### src/rtl/fifo_arb_pkg.sv
// Shared types and helpers for the FIFO write-side arbiter.
// Optional stats build: define FIFO_ARB_STATS_EN.
package fifo_arb_pkg;

  typedef enum logic {
    ST_IDLE  = 1'b0,
    ST_GRANT = 1'b1
  } arb_state_t;

  // Index width for n requesters; never narrower than one bit.
  function automatic int id_w(input int n);
    return (n <= 1) ? 1 : $clog2(n);
  endfunction

endpackage

### src/rtl/fifo_rr_pick.sv
// Combinational round-robin picker: first set req
// bit strictly after last, wrapping modulo N.
module fifo_rr_pick
  import fifo_arb_pkg::*;
#(
  parameter int N   = 4,
  parameter int IDW = id_w(N)
) (
  input  logic [N-1:0]   req,
  input  logic [IDW-1:0] last,
  output logic [IDW-1:0] pick,
  output logic           any_valid
);

  int idx;

  // Scan last+1 .. last+N and keep the first hit.
  always_comb begin
    pick      = '0;
    any_valid = 1'b0;
    idx       = 0;
    for (int i = 1; i <= N; i++) begin
      idx = int'(last) + i;
      if (idx >= N) idx = idx - N;
      if (!any_valid && req[idx]) begin
        any_valid = 1'b1;
        pick      = idx[IDW-1:0];
      end
    end
  end

endmodule

### src/rtl/fifo_wr_arbiter.sv
// Round-robin burst arbiter for the FIFO write port.
// Define FIFO_ARB_STATS_EN to add the stall_cnt output.
module fifo_wr_arbiter
  import fifo_arb_pkg::*;
#(
  parameter int NUM_REQ   = 4,
  parameter int DATA_W    = 8,
  parameter int BURST_MAX = 4
) (
  input  logic                      clk,
  input  logic                      rstn,
  input  logic [NUM_REQ-1:0]        req_valid,
  input  logic [NUM_REQ*DATA_W-1:0] req_data,
  output logic [NUM_REQ-1:0]        req_ready,
  input  logic                      fifo_full,
  output logic                      fifo_wr_en,
  output logic [DATA_W-1:0]         fifo_data_in,
  output logic [id_w(NUM_REQ)-1:0]  grant_id,
  output logic                      busy
`ifdef FIFO_ARB_STATS_EN
  ,
  output logic [15:0]               stall_cnt
`endif
);

  localparam int IDW = id_w(NUM_REQ);
  localparam int CW  = $clog2(BURST_MAX) + 1;
  localparam logic [CW-1:0] LAST_BEAT =
    CW'(BURST_MAX - 1);
  localparam logic [IDW-1:0] LAST_INIT =
    IDW'(NUM_REQ - 1);

  arb_state_t     state, state_n;
  logic [IDW-1:0] gid_n;
  logic [IDW-1:0] last_grant, last_n;
  logic [CW-1:0]  beat_cnt, cnt_n;
  logic [IDW-1:0] pick;
  logic           any_valid;
  logic           g_valid;
  logic           beat;

  fifo_rr_pick #(
    .N   (NUM_REQ),
    .IDW (IDW)
  ) u_pick (
    .req       (req_valid),
    .last      (last_grant),
    .pick      (pick),
    .any_valid (any_valid)
  );

  assign g_valid    = req_valid[grant_id];
  assign busy       = (state == ST_GRANT);
  assign beat       = busy && g_valid && !fifo_full;
  assign fifo_wr_en = beat;

  // Only the granted producer sees ready, and only when room.
  always_comb begin
    req_ready = '0;
    if (busy && !fifo_full) req_ready[grant_id] = 1'b1;
  end

  // Write data always follows the current grant.
  always_comb begin
    fifo_data_in = '0;
    for (int k = 0; k < NUM_REQ; k++) begin
      if (grant_id == IDW'(k))
        fifo_data_in = req_data[k*DATA_W +: DATA_W];
    end
  end

  // Arbitration and burst-release decisions.
  always_comb begin
    state_n = state;
    gid_n   = grant_id;
    last_n  = last_grant;
    cnt_n   = beat_cnt;
    unique case (state)
      ST_IDLE: begin
        if (any_valid) begin
          gid_n   = pick;
          cnt_n   = '0;
          state_n = ST_GRANT;
        end
      end
      ST_GRANT: begin
        if (!g_valid) begin
          state_n = ST_IDLE;
          last_n  = grant_id;
        end else if (beat) begin
          cnt_n = beat_cnt + CW'(1);
          if (beat_cnt == LAST_BEAT) begin
            state_n = ST_IDLE;
            last_n  = grant_id;
          end
        end
      end
      default: state_n = ST_IDLE;
    endcase
  end

  // State register; last_grant starts at the top id.
  always_ff @(posedge clk or negedge rstn) begin
    if (!rstn) begin
      state      <= ST_IDLE;
      grant_id   <= '0;
      last_grant <= LAST_INIT;
      beat_cnt   <= '0;
    end else begin
      state      <= state_n;
      grant_id   <= gid_n;
      last_grant <= last_n;
      beat_cnt   <= cnt_n;
    end
  end

`ifdef FIFO_ARB_STATS_EN
  // Saturating count of cycles blocked by a full FIFO.
  always_ff @(posedge clk or negedge rstn) begin
    if (!rstn) begin
      stall_cnt <= '0;
    end else if (busy && g_valid && fifo_full &&
                 stall_cnt != 16'hFFFF) begin
      stall_cnt <= stall_cnt + 16'd1;
    end
  end
`endif

endmodule
### config.mk
export PLATFORM = sky130hd
export DESIGN_NAME = fifo_wr_arbiter
export DESIGN_NICKNAME = d
export VERILOG_FILES = /design/src/rtl/fifo_arb_pkg.sv /design/src/rtl/fifo_rr_pick.sv /design/src/rtl/fifo_wr_arbiter.sv
export SDC_FILE = /design/constraint.sdc
export NUM_CORES = 1
export LEC_CHECK = 0
export CORE_AREA = 2 2 49 51
export CTS_CLUSTER_DIAMETER = 150
export CTS_CLUSTER_SIZE = 16
export DETAILED_ROUTE_END_ITERATION = 10
export DIE_AREA = 0 0 51 53
export GPL_ROUTABILITY_DRIVEN = 0
export MAX_ROUTING_LAYER = met4
export PLACE_DENSITY_LB_ADDON = 0.12
export SKIP_CTS_REPAIR_TIMING = 1
export SKIP_LAST_GASP = 1
export SYNTH_ARGS = -nofsm -noshare
export SYNTH_HDL_FRONTEND = slang
export SYNTH_SLANG_ARGS = --single-unit
### constraint.sdc
create_clock -name clk -period 2.3 [get_ports clk]
set_input_delay 0.345 -clock clk [delete_from_list [all_inputs] [get_ports clk]]
set_output_delay 0.345 -clock clk [all_outputs]
set_load 0.02 [all_outputs]
==> results.ini <==
[logic_synthesis]
syn_avg_cell_area_sq_um = 11.3
synth_area_sq_um = 732
syn_inst = 65
ys_seq_elements = 8
synth_nets = 106
yosysUniqueCellTypes = 33
ys_warn_count = 0
yosysSeqAreaShare_pct = 27.7

[placed_design]
dp_hpwl_mm = 1.74
port_buffers = 54

[floorplan]
die_x_microns = 51
ios = 55
die-area_sq_um = 2700
core_region_area_sq_um = 2150
rows = 17
start_util_pct = 34.1
dieHeight_microns = 53

[drt]
ant_nets = 0
drtPass1Iterations = 4
drt-initial-drc-count = 7
drc_errors = 0
vias = 779
routed_wl_mm = 2.08
vias_per_cell = 5.03
routedWlPerCell_microns = 13.4

[power]
leakage_nw = 0.562
total_power_mw = 1.41
ir_worst_vdd_mv = 0.702
powerDensity_nw_per_um2 = 1020

[global_route]
grt_usage_pct = 16.7
grt_overflow = 0
grt_pass1_wl_mm = 3.20
grt_max_degree = 16
antenna_found_initial = 0
grt_pass1_vias = 683

[cts]
clkLatencyLatePin_ps = 250
cts-root-buf = clkbuf_4
cts_tree = yes
clk_pin_slew_ps = 50
clock-sinks = 8
cts_buffers = 3
clockBufferDepth = 2
htreeDepth = 1

[setup_path]
arrival_ps = 1860
worstPathMaxFanout = 14
cp-start-kind = flop
path_class = flop to primary output
critical_path_required_ps = 1960
crit_path_end_kind = primary output

[layout]
area_growth_syn_to_layout_pct = 90.1
fin_nets = 169
final_cell_mix = clkdlybuf4s50_1 (53), mux4_2 (9), buf_4 (9), dfrtp_1 (6), nand2_1 (4)
layout_commonest_cell = clkdlybuf4s50_1
antenna_cells = 0
drive_gt1_share_pct = 22.0

[sta]
hold_ws_ps = 355
rsz0062_at_grt = false
min_period_ps = 2200
setup_viol = 0
max_freq_mhz = 454
max_slew_margin_pct = 78.5
hold_viol_final = 0
tns_ps = 0
finalClockSkew_ps = 5.72
post-route-period-util_pct = 95.8
worstMarginPinSlew_ps = 322
slew_violations = 0

[outcome]
run_status = finished clean

[hold_path]
holdCritPathClass = primary input to asynchronous set/reset pin

[flow_run]
drv_cap = 0

## flip-flops by register name, summed over array words and instances (netlist names)
register and count:
last_grant 2, busy 1, grant_id 2, beat_cnt 3
## worst max-delay path, stage by stage (launching register included)
cell and delay (ps):
dfrtp_1 390, buf_12 170, mux4_2 490, clkdlybuf4s50_1 560
## layer usage
layer / GRT usage (%) / part of all wire [%] / vias to the layer above
li1: - / - / 378
met1: 19.3 / 44 / 361
met2: 26.6 / 46 / 38
met3: 3.95 / 8.8 / 2
met4: 9.46 / 0.77 / 0
met5: - / 0 / -
## path summary, 6_finish.rpt
kind                              from         endpoint  slack, ps  cells after the start
setup / recovery           grant_id[0]  fifo_data_in[2]        100                      3
hold / removal                    rstn      beat_cnt[0]        350                      1
setup reg to reg           grant_id[1]    last_grant[1]        670                      4
hold reg to reg            beat_cnt[2]      beat_cnt[2]        520                      1
max in group asynchronous         rstn    last_grant[1]       1650                      1
min in group clk           beat_cnt[2]      beat_cnt[2]        520                      1
## synthesized netlist by cell type
library cell / number / area [sq um]
xnor2_1: 1 / 8.76
buf_6: 1 / 11.3
and4b_1: 1 / 10.0
nor3_1: 1 / 5.00
a21oi_1: 2 / 10.0
or2_2: 1 / 6.26
o41a_1: 1 / 11.3
o31ai_1: 1 / 7.51
nor4_1: 1 / 6.26
mux2i_1: 2 / 20.0
o21a_1: 1 / 7.51
ha_1: 2 / 25.0
a22o_1: 2 / 17.5
a31o_2: 1 / 8.76
clkbuf_1: 3 / 11.3
a31oi_1: 1 / 6.26
o22ai_1: 1 / 6.26
nand2b_1: 2 / 12.5
nor2_1: 2 / 7.51
nand3_1: 1 / 5.00
nand2b_4: 1 / 13.8
dfrtp_1: 6 / 150
inv_1: 3 / 11.3
nand2_1: 4 / 15.0
buf_2: 2 / 10.0
nor2b_1: 2 / 12.5
mux2_1: 1 / 11.3
o21ai_0: 3 / 15.0
nor3b_1: 2 / 15.0
o211ai_1: 1 / 7.51
a21boi_2: 1 / 11.3
dfstp_2: 2 / 52.6
mux4_2: 9 / 203
## metrics by stage
step / utilization, % / cells / instance area (sq um) / setup slack, ps
6_report: 64.8 / 155 / 1390 / 96.3
5_1_grt: 64.8 / 155 / 1390 / 29.1
4_1_cts: 64.6 / 155 / 1390 / 1.50
3_5_place_dp: 63.4 / 151 / 1360 / 7.57
3_3_place_gp: 63.4 / 151 / 1360 / 19.4
2_1_floorplan: - / 65 / 732 / 475
## report_power, final
group          switching (mW)  leakage [nW]  internal, mW  total [mW]
sequential             0.0666        0.0963         0.214       0.280
clock                  0.0435        0.0150        0.0661       0.110
combinational           0.443         0.451         0.581        1.02
## cell type report
class                   count  area, sq um
clock buffers               4         26.3
fillers                   179          757
inverters                   3         11.3
multi-input cells          48          485
flip-flops and latches      8          203
well taps                  28         35.0
repair buffers             64          631
## cell families (layout without fill, tap and decap cells)
| kind of cell | after synthesis | after routing | share of synthesized area (%) |
|---|---|---|---|
| buffers and inverters | 9 | 71 | 5.98 |
| flip-flops | 8 | 8 | 27.7 |
| AND/OR/NAND/NOR | 18 | 18 | 14.9 |
| XOR/XNOR | 1 | 1 | 1.20 |
| AO/OA/AOI/OAI | 15 | 15 | 14.9 |
| multiplexers | 12 | 12 | 32.0 |
| adder cells (fa/ha/maj) | 2 | 2 | 3.42 |
Power figures use the tool's default switching activity.
